<file path="config.mk">
export PLATFORM = sky130hd
export DESIGN_NAME = tt_um_emern_load_sched
export DESIGN_NICKNAME = d
export VERILOG_FILES = /design/src/rtl/tt_um_emern_load_sched_pkg.sv /design/src/rtl/tt_um_emern_spi_sync.sv /design/src/rtl/tt_um_emern_load_sched.sv
export SDC_FILE = /design/constraint.sdc
export NUM_CORES = 1
export LEC_CHECK = 0
export BUFFER_PORTS_ARGS = -buffer_cell sky130_fd_sc_hd__buf_2
export CAP_MARGIN = 20
export CELL_PAD_IN_SITES_DETAIL_PLACEMENT = 0
export CELL_PAD_IN_SITES_GLOBAL_PLACEMENT = 2
export CORE_UTILIZATION = 27
export CTS_BUF_LIST = sky130_fd_sc_hd__clkbuf_4
export DETAILED_ROUTE_END_ITERATION = 8
export GPL_TIMING_DRIVEN = 0
export PLACE_DENSITY = 0.83
export SETUP_SLACK_MARGIN = 0.2
export SLEW_MARGIN = 15
export SYNTH_ARGS = -nofsm -noshare
export SYNTH_HDL_FRONTEND = slang
export SYNTH_SLANG_ARGS = --single-unit
</file>
<file path="constraint.sdc">
create_clock -name clk -period 2.1 [get_ports clk]
set_clock_uncertainty 0.2 [all_clocks]
set_input_delay 0.21 -clock clk [delete_from_list [all_inputs] [get_ports clk]]
set_output_delay 0.21 -clock clk [all_outputs]
set_load 0.05 [all_outputs]
</file>
<file path="src/rtl/tt_um_emern_load_sched_pkg.sv">
// rtl/tt_um_emern_load_sched_pkg.sv - raster constants, FSM encoding and window helpers
package tt_um_emern_load_sched_pkg;

  localparam int H_ACTIVE   = 640;
  localparam int H_TOTAL    = 800;
  localparam int V_ACTIVE   = 480;
  localparam int MIN_WINDOW = 64;
  localparam int XFER_BITS  = 53;

  typedef enum logic [2:0] {
    ST_IDLE  = 3'd0,
    ST_OPEN  = 3'd1,
    ST_XFER  = 3'd2,
    ST_DONE  = 3'd3,
    ST_ABORT = 3'd4
  } state_e;

  // A window is vblank, or the early part of hblank that still leaves MIN_WINDOW clks.
  function automatic logic in_window(input logic [9:0] h, input logic [9:0] v);
    return (v >= 10'(V_ACTIVE)) ||
           ((h >= 10'(H_ACTIVE)) && (h < 10'(H_TOTAL - MIN_WINDOW)));
  endfunction

  function automatic logic in_active(input logic [9:0] h, input logic [9:0] v);
    return (v < 10'(V_ACTIVE)) && (h < 10'(H_ACTIVE));
  endfunction

endpackage

</file>
<file path="src/rtl/tt_um_emern_spi_sync.sv">
// rtl/tt_um_emern_spi_sync.sv - CS/SCK synchronisers and SCK rising-edge detect
module tt_um_emern_spi_sync (
  input  logic clk,
  input  logic rst_n,
  input  logic cs_in,
  input  logic sck_in,
  output logic cs_sync,
  output logic sck_rise
);

  logic [1:0] cs_q, cs_d;
  logic [2:0] sck_q, sck_d;

  always_comb begin
    cs_d  = {cs_q[0], cs_in};
    sck_d = {sck_q[1:0], sck_in};
  end

  // CS idles high so a reset never looks like the start of a transfer.
  always_ff @(posedge clk) begin
    if (!rst_n) begin
      cs_q  <= 2'b11;
      sck_q <= 3'b000;
    end else begin
      cs_q  <= cs_d;
      sck_q <= sck_d;
    end
  end

  assign cs_sync  = cs_q[1];
  assign sck_rise = (sck_q[2:1] == 2'b01);

endmodule

</file>
<file path="src/rtl/tt_um_emern_load_sched.sv">
// rtl/tt_um_emern_load_sched.sv - gates frontend loads and host transfers to VGA blanking
module tt_um_emern_load_sched
  import tt_um_emern_load_sched_pkg::*;
(
  input  logic       clk,
  input  logic       rst_n,
  input  logic [9:0] hpos,
  input  logic [9:0] vpos,
  input  logic       disp_en,
  input  logic       cs_in,
  input  logic       sck_in,
  input  logic       overrun_clr,
  output logic       en_load,
  output logic       host_ready,
  output logic       xfer_done,
  output logic       overrun,
  output logic       frame_tick
);

  logic cs_sync;
  logic sck_rise;

  tt_um_emern_spi_sync u_spi_sync (
    .clk      (clk),
    .rst_n    (rst_n),
    .cs_in    (cs_in),
    .sck_in   (sck_in),
    .cs_sync  (cs_sync),
    .sck_rise (sck_rise)
  );

  state_e     state_q, state_d;
  logic [5:0] cnt_q, cnt_d;
  logic       en_load_q, en_load_d;
  logic       host_ready_q, host_ready_d;
  logic       xfer_done_q, xfer_done_d;
  logic       overrun_q, overrun_d;
  logic       frame_tick_q, frame_tick_d;
  logic       ovr_set;
  logic       win, active, can_open;

  assign win      = in_window(hpos, vpos);
  assign active   = in_active(hpos, vpos);
  assign can_open = win | ~disp_en;

  always_comb begin
    state_d     = state_q;
    cnt_d       = cnt_q;
    xfer_done_d = 1'b0;
    ovr_set     = 1'b0;
    case (state_q)
      ST_IDLE: begin
        if (can_open) state_d = ST_OPEN;
      end
      ST_OPEN: begin
        if (!cs_sync) begin
          state_d = ST_XFER;
          cnt_d   = 6'd0;
        end else if (!can_open) begin
          state_d = ST_IDLE;
        end
      end
      ST_XFER: begin
        // Completion outranks both CS release and the active-video abort.
        if (sck_rise && (cnt_q == 6'(XFER_BITS - 1))) begin
          xfer_done_d = 1'b1;
          state_d     = ST_DONE;
        end else if (cs_sync) begin
          state_d = can_open ? ST_OPEN : ST_IDLE;
        end else if (active && disp_en) begin
          state_d = ST_ABORT;
          ovr_set = 1'b1;
        end else if (sck_rise) begin
          cnt_d = cnt_q + 6'd1;
        end
      end
      ST_DONE: begin
        if (cs_sync) state_d = can_open ? ST_OPEN : ST_IDLE;
      end
      ST_ABORT: begin
        if (cs_sync) state_d = ST_IDLE;
      end
      default: state_d = ST_IDLE;
    endcase

    en_load_d    = (state_d == ST_OPEN) || (state_d == ST_XFER);
    host_ready_d = (state_d == ST_OPEN);
    overrun_d    = ovr_set | (overrun_q & ~overrun_clr);
    frame_tick_d = (hpos == 10'd0) && (vpos == 10'(V_ACTIVE));
  end

  always_ff @(posedge clk) begin
    if (!rst_n) begin
      state_q      <= ST_IDLE;
      cnt_q        <= 6'd0;
      en_load_q    <= 1'b0;
      host_ready_q <= 1'b0;
      xfer_done_q  <= 1'b0;
      overrun_q    <= 1'b0;
      frame_tick_q <= 1'b0;
    end else begin
      state_q      <= state_d;
      cnt_q        <= cnt_d;
      en_load_q    <= en_load_d;
      host_ready_q <= host_ready_d;
      xfer_done_q  <= xfer_done_d;
      overrun_q    <= overrun_d;
      frame_tick_q <= frame_tick_d;
    end
  end

  assign en_load    = en_load_q;
  assign host_ready = host_ready_q;
  assign xfer_done  = xfer_done_q;
  assign overrun    = overrun_q;
  assign frame_tick = frame_tick_q;

endmodule

</file>
==> results.tsv, run 1 <==
metric	value	unit
Hold Path Depth	3	
row count	21	
Startpoint Class	register	
Layout area overhead	34.7	%
Max Slew Vio Count	0	
count of final hold-check violations	0	
H-tree depth	1	
routed vias	1034	
data arrival time of the critical path	1.81	ns
TritonCTS clock tree	done	
Initial DRC Count	42	
share of layout cells above drive strength 1	35.3	%
Hold Crit Start	overrun_clr	
Top FF cell, synth	dfxtp_1	
TritonCTS buffer count	3	
Die Span Y	63	um
PortBufs	30	
Final ANT Viol Nets	0	
ys async rst share	0	%
crit-path max FO	3	
max-cap viol count	0	
post-DR wirelength/cell	12.1	um
Nets	185	
R2R setup slack	0.30	ns
total power	671	uW
total global routing overflow	0	
vias in the first global route	992	
fin crit period	1.80	ns
R2R Path Start	cnt_q[0]$_SDFFE_PN0P_	
synth warn	0	
Die ar.	3970	um^2
Max VDD drop	0.153	mV
Crit Path Class	register to register	
total wire length	2440	um
Fill cells	363	
largest net degree at the start of global routing	11	
Pwr per Cell Area	495	nW/um^2
most frequent cells in the layout	32 x buf_2, 15 x dfxtp_1, 6 x nand2b_1, 6 x o21ai_0	
Post-synth EDFFs	0	
status	complete, no violations	
post-synth cell types	42	
Post-Syn Area	1000	um^2
diodes inserted	0	
top area cells in the synthesized netlist	dfxtp_1 38%, nand2b_1 3.7%, and2_1 3.1%	
router iterations before antenna repair	4	
area share of the largest cell type after synthesis	37.9	%
gr usage total	13.5	%
initial antenna violation count	0	
RR Endpoint	en_load$_SDFF_PN0_	
Slew HR	71.5	%
FF-to-FF path depth	7	
initial core utilization	29.2	%
Post-DP HPWL	1780	um
Crit. End Element	register	
CTS max path bufs	2	
CTS Sinks	19	
syn nets	140	
setup tns final	0	ns
Critical Path RT	2.11	ns
final setup fails	0	
clock insertion delay at the later pin of the skew report	0.29	ns
period utilization	85.8	%
clk slew on worst S/H paths	0.10	ns
Die W	63	um
Slew @ Worst Pin	0.427	ns
Mean Syn Cell Area	8.97	um^2
RSZ-0062 raised after global routing	false	
largest area contributor in the netlist	dfxtp_1	
Vias/cell	5.12	
DRC Markers	0	
Root Buffer	clkbuf_4	
register area share after synthesis	37.9	%
Final Wtd Congestion	0.769	
first-pass GRT wire length	4280	um
most common cell after layout, fill and taps aside	buf_2	
core area	3440	um^2
Min-Delay Path Class	primary input to register	
fmax	555	MHz
leak pwr	0.000535	uW
Synth Instances	112	
IO Pins	31	
Hold EP	overrun$_SDFF_PN0_	
Seq cells post-synth	19	
cell type report:
class	instances	area, um^2	area share [%]
Timing Repair Buffer	40	238	17.6
Sequential cell	19	388	28.7
Buffer	3	13.8	1.02
Inverter	5	18.8	1.39
Multi-Input combinational cell	85	608	44.9
Clock buffer	4	30.0	2.22
Tap cell	46	57.6	4.25
timing repair:
action / in CTS / in global routing
hold buffers: 5 / 0
setup buffers: 5 / 0
pin swaps: 4 / 2
cloned: 0 / 0
gates resized for setup: 9 / 2
hold endpoints to repair: 3 / 0
endpoints found under the setup margin: 8 / 3
synthesized netlist by cell type, types with 3 or more instances:
library cell,instances
a21oi_1,5
and2_1,5
dfxtp_1,19
inv_1,5
nand2_1,5
nand2b_1,6
nand3_1,3
nand4_1,4
nor2_1,5
nor2b_1,3
nor4_1,3
o21ai_0,6
o31ai_1,3
or4_1,3
how the worst max path moves through the flow:
| stage | to | from | depth (start not counted) | slack [ns] |
|---|---|---|---|---|
| after floorplan | cnt_q[5]$_SDFFE_PN0P_ | cnt_q[0]$_SDFFE_PN0P_ | 6 | 0.20 |
| after global placement | en_load$_SDFF_PN0_ | cnt_q[0]$_SDFFE_PN0P_ | 7 | 0.01 |
| after detailed placement | en_load$_SDFF_PN0_ | cnt_q[0]$_SDFFE_PN0P_ | 7 | 0.03 |
| after CTS | cnt_q[5]$_SDFFE_PN0P_ | cnt_q[0]$_SDFFE_PN0P_ | 6 | 0.21 |
| after global routing | state_q[2]$_SDFF_PN0_ | cnt_q[0]$_SDFFE_PN0P_ | 7 | 0.21 |
| final | en_load$_SDFF_PN0_ | cnt_q[0]$_SDFFE_PN0P_ | 7 | 0.30 |
metrics by stage:
stage,hold WS [ns],instances,area (um^2),util (%),worst slack (ns)
after global placement,0.181,188,1210,35.2,0.0113
after global routing,0.0133,202,1350,39.3,0.208
final,0.0399,202,1350,39.3,0.299
after detailed placement,0.181,188,1210,35.2,0.0298
after CTS,0.0206,202,1350,39.3,0.212
after floorplan,0.0830,112,1000,-,0.205
kinds of logic after synthesis:
group	after synthesis	synth area share [%]
AO/OA/AOI/OAI	27	21.0
adder cells (fa/ha/maj)	2	2.49
buffers and inverters	8	3.11
flip-flops	19	37.9
AND/OR/NAND/NOR	56	35.5
where the power goes:
part	total, uW	internal (uW)	switching [uW]
Sequential	371	368	2.98
Clock	196	86.9	109
Combinational	104	48.4	55.2
worst max-delay path: stages, from the launching register on:
cell and delay (ns):
dfxtp_4 0.36, inv_2 0.08, ha_4 0.16, nand3b_1 0.10, or2_2 0.30, or3b_4 0.25, o21bai_1 0.07, a211oi_1 0.20
sequential cells by signal, summed over array words and instances (netlist names):
register          count
cnt_q                 6
state_q               3
u_spi_sync.sck_q      3
u_spi_sync.cs_q       2
en_load               1
frame_tick            1
host_ready            1
overrun               1
xfer_done             1
routing by layer:
layer,global-route usage (%),wire (um),vias to the layer above
li1,-,-,506
met1,16.3,1130,488
met2,23.3,1190,38
met3,1.82,96,2
met4,6.10,19,0
met5,0,0,-
(Power assumes the default switching activity.)
==> run 2, diff against run 1 <==
clock period = 1.6 ns   (was 2.1 ns; I/O delays follow)
==> results.tsv, run 2 (synthesis gave the netlist of run 1 again) <==
metric	value	unit	change
final setup fails	9		+9
row count	21		unchanged
Crit. End Element	register		
fmax	561	MHz	+0.98%
non-filler instance count after layout	209		+3.5%
Sequential Area	397	um^2	+2.3%
router iterations before antenna repair	5		+1
Min-Delay Path Class	primary input to register		
Hold WS	-0.109	ns	-0.149 ns
PortBufs	30		unchanged
clk slew on worst S/H paths	0.11	ns	about the same
most common cell after layout, fill and taps aside	buf_2		
Root Buffer	clkbuf_4		
Layout area overhead	48.1	%	
diodes inserted	0		unchanged
total power	882	uW	+32%
gr usage total	13.5	%	about the same
Pwr per Cell Area	593	nW/um^2	+20%
Slowest-stage cell, CP	or4_4		
max reg flops	6		unchanged
Max Slew Vio Count	0		unchanged
count of final hold-check violations	1		+1
crit-path max FO	5		+2
worst setup margin	-0.184	ns	-0.483 ns
post-placement cell area	1240	um^2	+2.2%
Die Span Y	63	um	unchanged
design area	1490	um^2	+9.9%
H-tree depth	1		unchanged
first-pass GRT wire length	4220	um	-1.4%
Vias/cell	5.01		-2.1%
CTS max path bufs	2		unchanged
initial core utilization	29.2	%	unchanged
Initial DRC Count	42		unchanged
leak pwr	0.000581	uW	+8.8%
fin crit period	1.78	ns	-0.0175 ns
Nets	192		+3.8%
Crit Path Class	register to register		
Top reg by flops	cnt_q		
Slew @ Worst Pin	0.431	ns	+0.00380 ns
Die ar.	3970	um^2	unchanged
Top Registers	cnt_q (6), state_q (3), u_spi_sync.sck_q (3)		
Fill cells	351		-3.3%
share of layout cells above drive strength 1	46.6	%	+11 points
Final ANT Viol Nets	0		unchanged
CTS Sinks	19		unchanged
failing checks	negative hold slack, negative setup slack		
largest net degree at the start of global routing	12		+1
Post-DP HPWL	1770	um	-0.37%
status	finished with violations		
max-cap viol count	0		unchanged
Startpoint Class	register		
most frequent cells in the layout	31 x buf_2, 12 x dfxtp_1, 9 x buf_4		
RSZ-0062 raised after global routing	true		
routed vias	1047		+1.3%
Critical Path RT	1.64	ns	-0.47 ns
CP Cell Sequence	nor2b_4, a41oi_4, a31oi_4, or4_4, a21oi_2		
Finished Core Util	43.2	%	+3.9 points
R2R setup slack	-0.18	ns	-0.48 ns
initial antenna violation count	0		unchanged
Multi-input gate area	668	um^2	+9.9%
period utilization	111	%	+26 points
DRC Markers	0		unchanged
Final Wtd Congestion	0.807		+5.0%
clock insertion delay at the later pin of the skew report	0.30	ns	about the same
vias in the first global route	987		-0.50%
core area	3440	um^2	unchanged
TritonCTS buffer count	3		unchanged
data arrival time of the critical path	1.82	ns	about the same
hold bufs inserted after CTS	6		+1
TritonCTS clock tree	done		
placed cells	188		unchanged
Max stage delay on crit path	0.50	ns	+0.14 ns
total wire length	2570	um	+5.3%
Die W	63	um	unchanged
total global routing overflow	0		unchanged
IO Pins	31		unchanged
Slew HR	71.3	%	-0.25 points
post-DR wirelength/cell	12.3	um	+1.8%
Max VDD drop	0.283	mV	+85%
==> run 2: cell types whose count changed in the layout (fill, tap and decap cells not counted), moves of 2 or more <==
cell / previous run / this run
dfxtp_4: 1 / 3
buf_4: 5 / 9
buf_6: 0 / 2
o21ai_1: 0 / 2
dfxtp_1: 15 / 12
nor3_2: 0 / 2
nor3_1: 2 / 0
o21ai_0: 6 / 4
==> run 2: what timing repair did <==
action	CTS	global route
hold endpoints to repair	4	1
pin swaps	4	7
endpoints found under the setup margin	13	13
setup buffers	9	2
resized for setup	13	13
==> run 2: metrics by stage <==
step / setup slack (ns) / TNS (ns)
4_1_cts: -0.143 / -0.938
3_5_place_dp: -0.259 / -1.22
5_1_grt: -0.236 / -1.75
2_1_floorplan: -0.114 / -0.275
3_3_place_gp: -0.284 / -1.30
6_report: -0.184 / -1.16
==> run 2: layout make-up <==
cell class	count	share of cell area, %
plain buffers	3	1.09
clock buffers	3	1.51
repair buffers	47	20.2
clock inverters	1	0.336
multi-input cells	85	44.9
flip-flops and latches	19	26.7
well taps	46	3.87
inverters	5	1.43
==> run 2: path summary, 6_finish.rpt <==
path	from	to	cells past startpoint
setup / recovery	cnt_q[2]$_SDFFE_PN0P_	cnt_q[5]$_SDFFE_PN0P_	5
setup reg to reg	cnt_q[2]$_SDFFE_PN0P_	cnt_q[5]$_SDFFE_PN0P_	5
hold reg to reg	u_spi_sync.cs_q[0]$_SDFF_PN1_	u_spi_sync.cs_q[1]$_SDFF_PN1_	1
hold / removal	vpos[1]	frame_tick$_SDFF_PN0_	3
==> run 2: routing by layer <==
| metal | vias up | global-route usage, % | share of wire [%] |
|---|---|---|---|
| li1 | 519 | - | - |
| met1 | 487 | 16.3 | 45 |
| met2 | 37 | 23.4 | 49 |
| met3 | 4 | 2.74 | 5.1 |
| met4 | 0 | 4.36 | 1.2 |
| met5 | - | 0 | 0 |
==> run 2: where the power goes <==
part | switching, uW | internal [uW]
Sequential | 5.11 | 480
Clock | 152 | 93.2
Combinational | 76.7 | 75.2
Total | 234 | 648
==> run 2: critical path, delay by kind of cell (launching register included) <==
family           cells  cell delay [ns]
AND/OR/NAND/NOR      2             0.63
flip-flops           1             0.36
AO/OA/AOI/OAI        3             0.53
==> run 3, diff against run 2 <==
--- a/config.mk
+++ b/config.mk
@@ -15,2 +15,3 @@
 export GPL_TIMING_DRIVEN = 0
+export MAX_ROUTING_LAYER = met4
 export PLACE_DENSITY = 0.83
==> constraint.sdc (replaced) <==
create_clock -name clk -period 1.6 [get_ports clk]
set_clock_uncertainty 0.2 [all_clocks]
set_input_delay 0.48 -clock clk [delete_from_list [all_inputs] [get_ports clk]]
set_output_delay 0.48 -clock clk [all_outputs]
set_load 0.05 [all_outputs]
==> results.tsv, run 3 (synthesis gave the netlist of run 1 again) <==
metric	value	unit	change
Initial DRC Count	13		-69%
Final Wtd Congestion	0.791		-2.0%
failing checks	negative setup slack		
final setup fails	11		+2
hold bufs inserted after CTS	0		-6
Slew HR	72.6	%	+1.3 points
clock insertion delay at the later pin of the skew report	0.32	ns	+0.02 ns
crit-path max FO	6		+1
first-pass GRT wire length	4370	um	+3.6%
fin crit period	1.78	ns	-0.00340 ns
count of final hold-check violations	0		-1
initial core utilization	29.2	%	unchanged
Vias/cell	4.91		-2.1%
CTS max path bufs	2		unchanged
max-cap viol count	0		unchanged
internal power	666	uW	+2.8%
RSZ-0062 raised after global routing	true		
Fill cells	323		-8.0%
Die ar.	3970	um^2	unchanged
diodes inserted	0		unchanged
TritonCTS clock tree	done		
most common cell after layout, fill and taps aside	buf_2		
routed vias	1035		-1.1%
Nets	194		+1.0%
PortBufs	30		unchanged
sequential power share	52.4	%	-2.6 points
Post-DP HPWL	1820	um	+2.4%
router iterations before antenna repair	4		-1
Crit. End Element	register		
most frequent cells in the layout	22 x buf_2, 15 x buf_4, 8 x dfxtp_2, 8 x buf_6, 8 x dfxtp_1		
Die W	63	um	unchanged
design area	1610	um^2	+8.0%
Layout area overhead	59.9	%	
Comb power frac	18.6	%	+1.4 points
Slew @ Worst Pin	0.410	ns	-0.0202 ns
Top reg by flops	cnt_q		
clk slew on worst S/H paths	0.13	ns	+0.02 ns
vias in the first global route	1034		+4.8%
Hold WS	0.118	ns	+0.227 ns
setup tns final	-1.47	ns	-0.306 ns
initial antenna violation count	0		unchanged
TritonCTS buffer count	3		unchanged
post-DR wirelength/cell	12.3	um	+0.40%
Final ANT Viol Nets	0		unchanged
largest net degree at the start of global routing	13		+1
Top Registers	cnt_q (6), state_q (3), u_spi_sync.sck_q (3)		
total wire length	2600	um	+1.4%
Root Buffer	clkbuf_4		
Max Slew Vio Count	0		unchanged
clock group share of total power	29.0	%	+1.2 points
Max VDD drop	0.318	mV	+12%
gr usage total	14.1	%	+0.63 points
worst setup margin	-0.180	ns	+0.00340 ns
max reg flops	6		unchanged
Critical Path RT	1.66	ns	+0.02 ns
row count	21		unchanged
H-tree depth	1		unchanged
Max stage delay on crit path	0.48	ns	-0.02 ns
share of layout cells above drive strength 1	54.5	%	+7.9 points
DRC Markers	0		unchanged
CP Cell Sequence	nor2b_4, a41oi_4, a31oi_4, or4_1, a21oi_1		
Crit Path Class	register to register		
period utilization	111	%	-0.21 points
total power	928	uW	+5.2%
Pwr per Cell Area	578	nW/um^2	-2.6%
total global routing overflow	0		unchanged
fmax	562	MHz	+0.19%
Switching Fraction	28.2	%	+1.7 points
Net Sw Power	262	uW	+12%
status	finished with violations		
Min-Delay Path Class	primary input to register		
Die Span Y	63	um	unchanged
placed cells	188		unchanged
non-filler instance count after layout	211		+0.96%
data arrival time of the critical path	1.84	ns	+0.02 ns
Slowest-stage cell, CP	or4_1		
leak pwr	0.000633	uW	+8.9%
CTS Sinks	19		unchanged
IO Pins	31		unchanged
Startpoint Class	register		
core area	3440	um^2	unchanged
post-placement cell area	1240	um^2	+0.40%
## run 3: cell count changes in the layout (fill, tap and decap cells not counted), moves of 4 or more
cell | previous run | this run
buf_2 | 31 | 22
buf_4 | 9 | 15
buf_6 | 2 | 8
dlygate4sd3_1 | 6 | 0
buf_8 | 0 | 5
dfxtp_1 | 12 | 8
dfxtp_2 | 4 | 8
## run 3: final timing paths
| check | start | end | slack [ns] | depth (start not counted) |
|---|---|---|---|---|
| worst min register to register | u_spi_sync.cs_q[0]$_SDFF_PN1_ | u_spi_sync.cs_q[1]$_SDFF_PN1_ | 0.23 | 1 |
| worst min-delay path | vpos[0] | frame_tick$_SDFF_PN0_ | 0.12 | 2 |
| worst max register to register | cnt_q[2]$_SDFFE_PN0P_ | cnt_q[5]$_SDFFE_PN0P_ | -0.18 | 5 |
| worst max-delay path | cnt_q[2]$_SDFFE_PN0P_ | cnt_q[5]$_SDFFE_PN0P_ | -0.18 | 5 |
## run 3: metal layers
layer,track usage [%],share of wire [%],vias to the layer above
met5,-,0,-
li1,-,-,522
met4,4.94,1.3,0
met2,25.3,50,29
met1,15.4,45,479
met3,2.37,3.6,5
## run 3: layout make-up
type                            count  area [um^2]  share of cell area (%)
Multi-Input combinational cell     85          699                    43.5
Sequential cell                    19          402                    25.0
Timing Repair Buffer               49          383                    23.8
Tap cell                           46         57.6                    3.58
Clock buffer                        3         22.5                    1.40
Inverter                            5         21.3                    1.32
Buffer                              3         13.8                   0.857
Clock inverter                      1         7.51                   0.467
## run 3: critical path, delay by kind of cell (launching register included)
| family | cells | cell delay, ns |
|---|---|---|
| AND/OR/NAND/NOR | 2 | 0.61 |
| flip-flops | 1 | 0.38 |
| AO/OA/AOI/OAI | 3 | 0.52 |
## run 3: what timing repair did
action / in CTS / in global routing
buffers inserted: 9 / 10
resized for setup: 36 / 17
hold endpoints to repair: 0 / 0
pin swaps: 7 / 11
endpoints found under the setup margin: 19 / 19
## run 3: power by group through the flow
stage	clock network [uW]	logic (uW)	registers [uW]
after floorplan	0	57.0	514
after global placement	0	121	500
after detailed placement	0	123	500
after CTS	281	149	488
after global routing	298	187	489
final	269	172	487
## run 3: metrics by stage
stage	setup WS, ns	utilization (%)
final	-0.180	46.7
after CTS	-0.221	42.0
after global placement	-0.336	36.1
after global routing	-0.265	46.7
after detailed placement	-0.372	36.1
after floorplan	-0.147	-
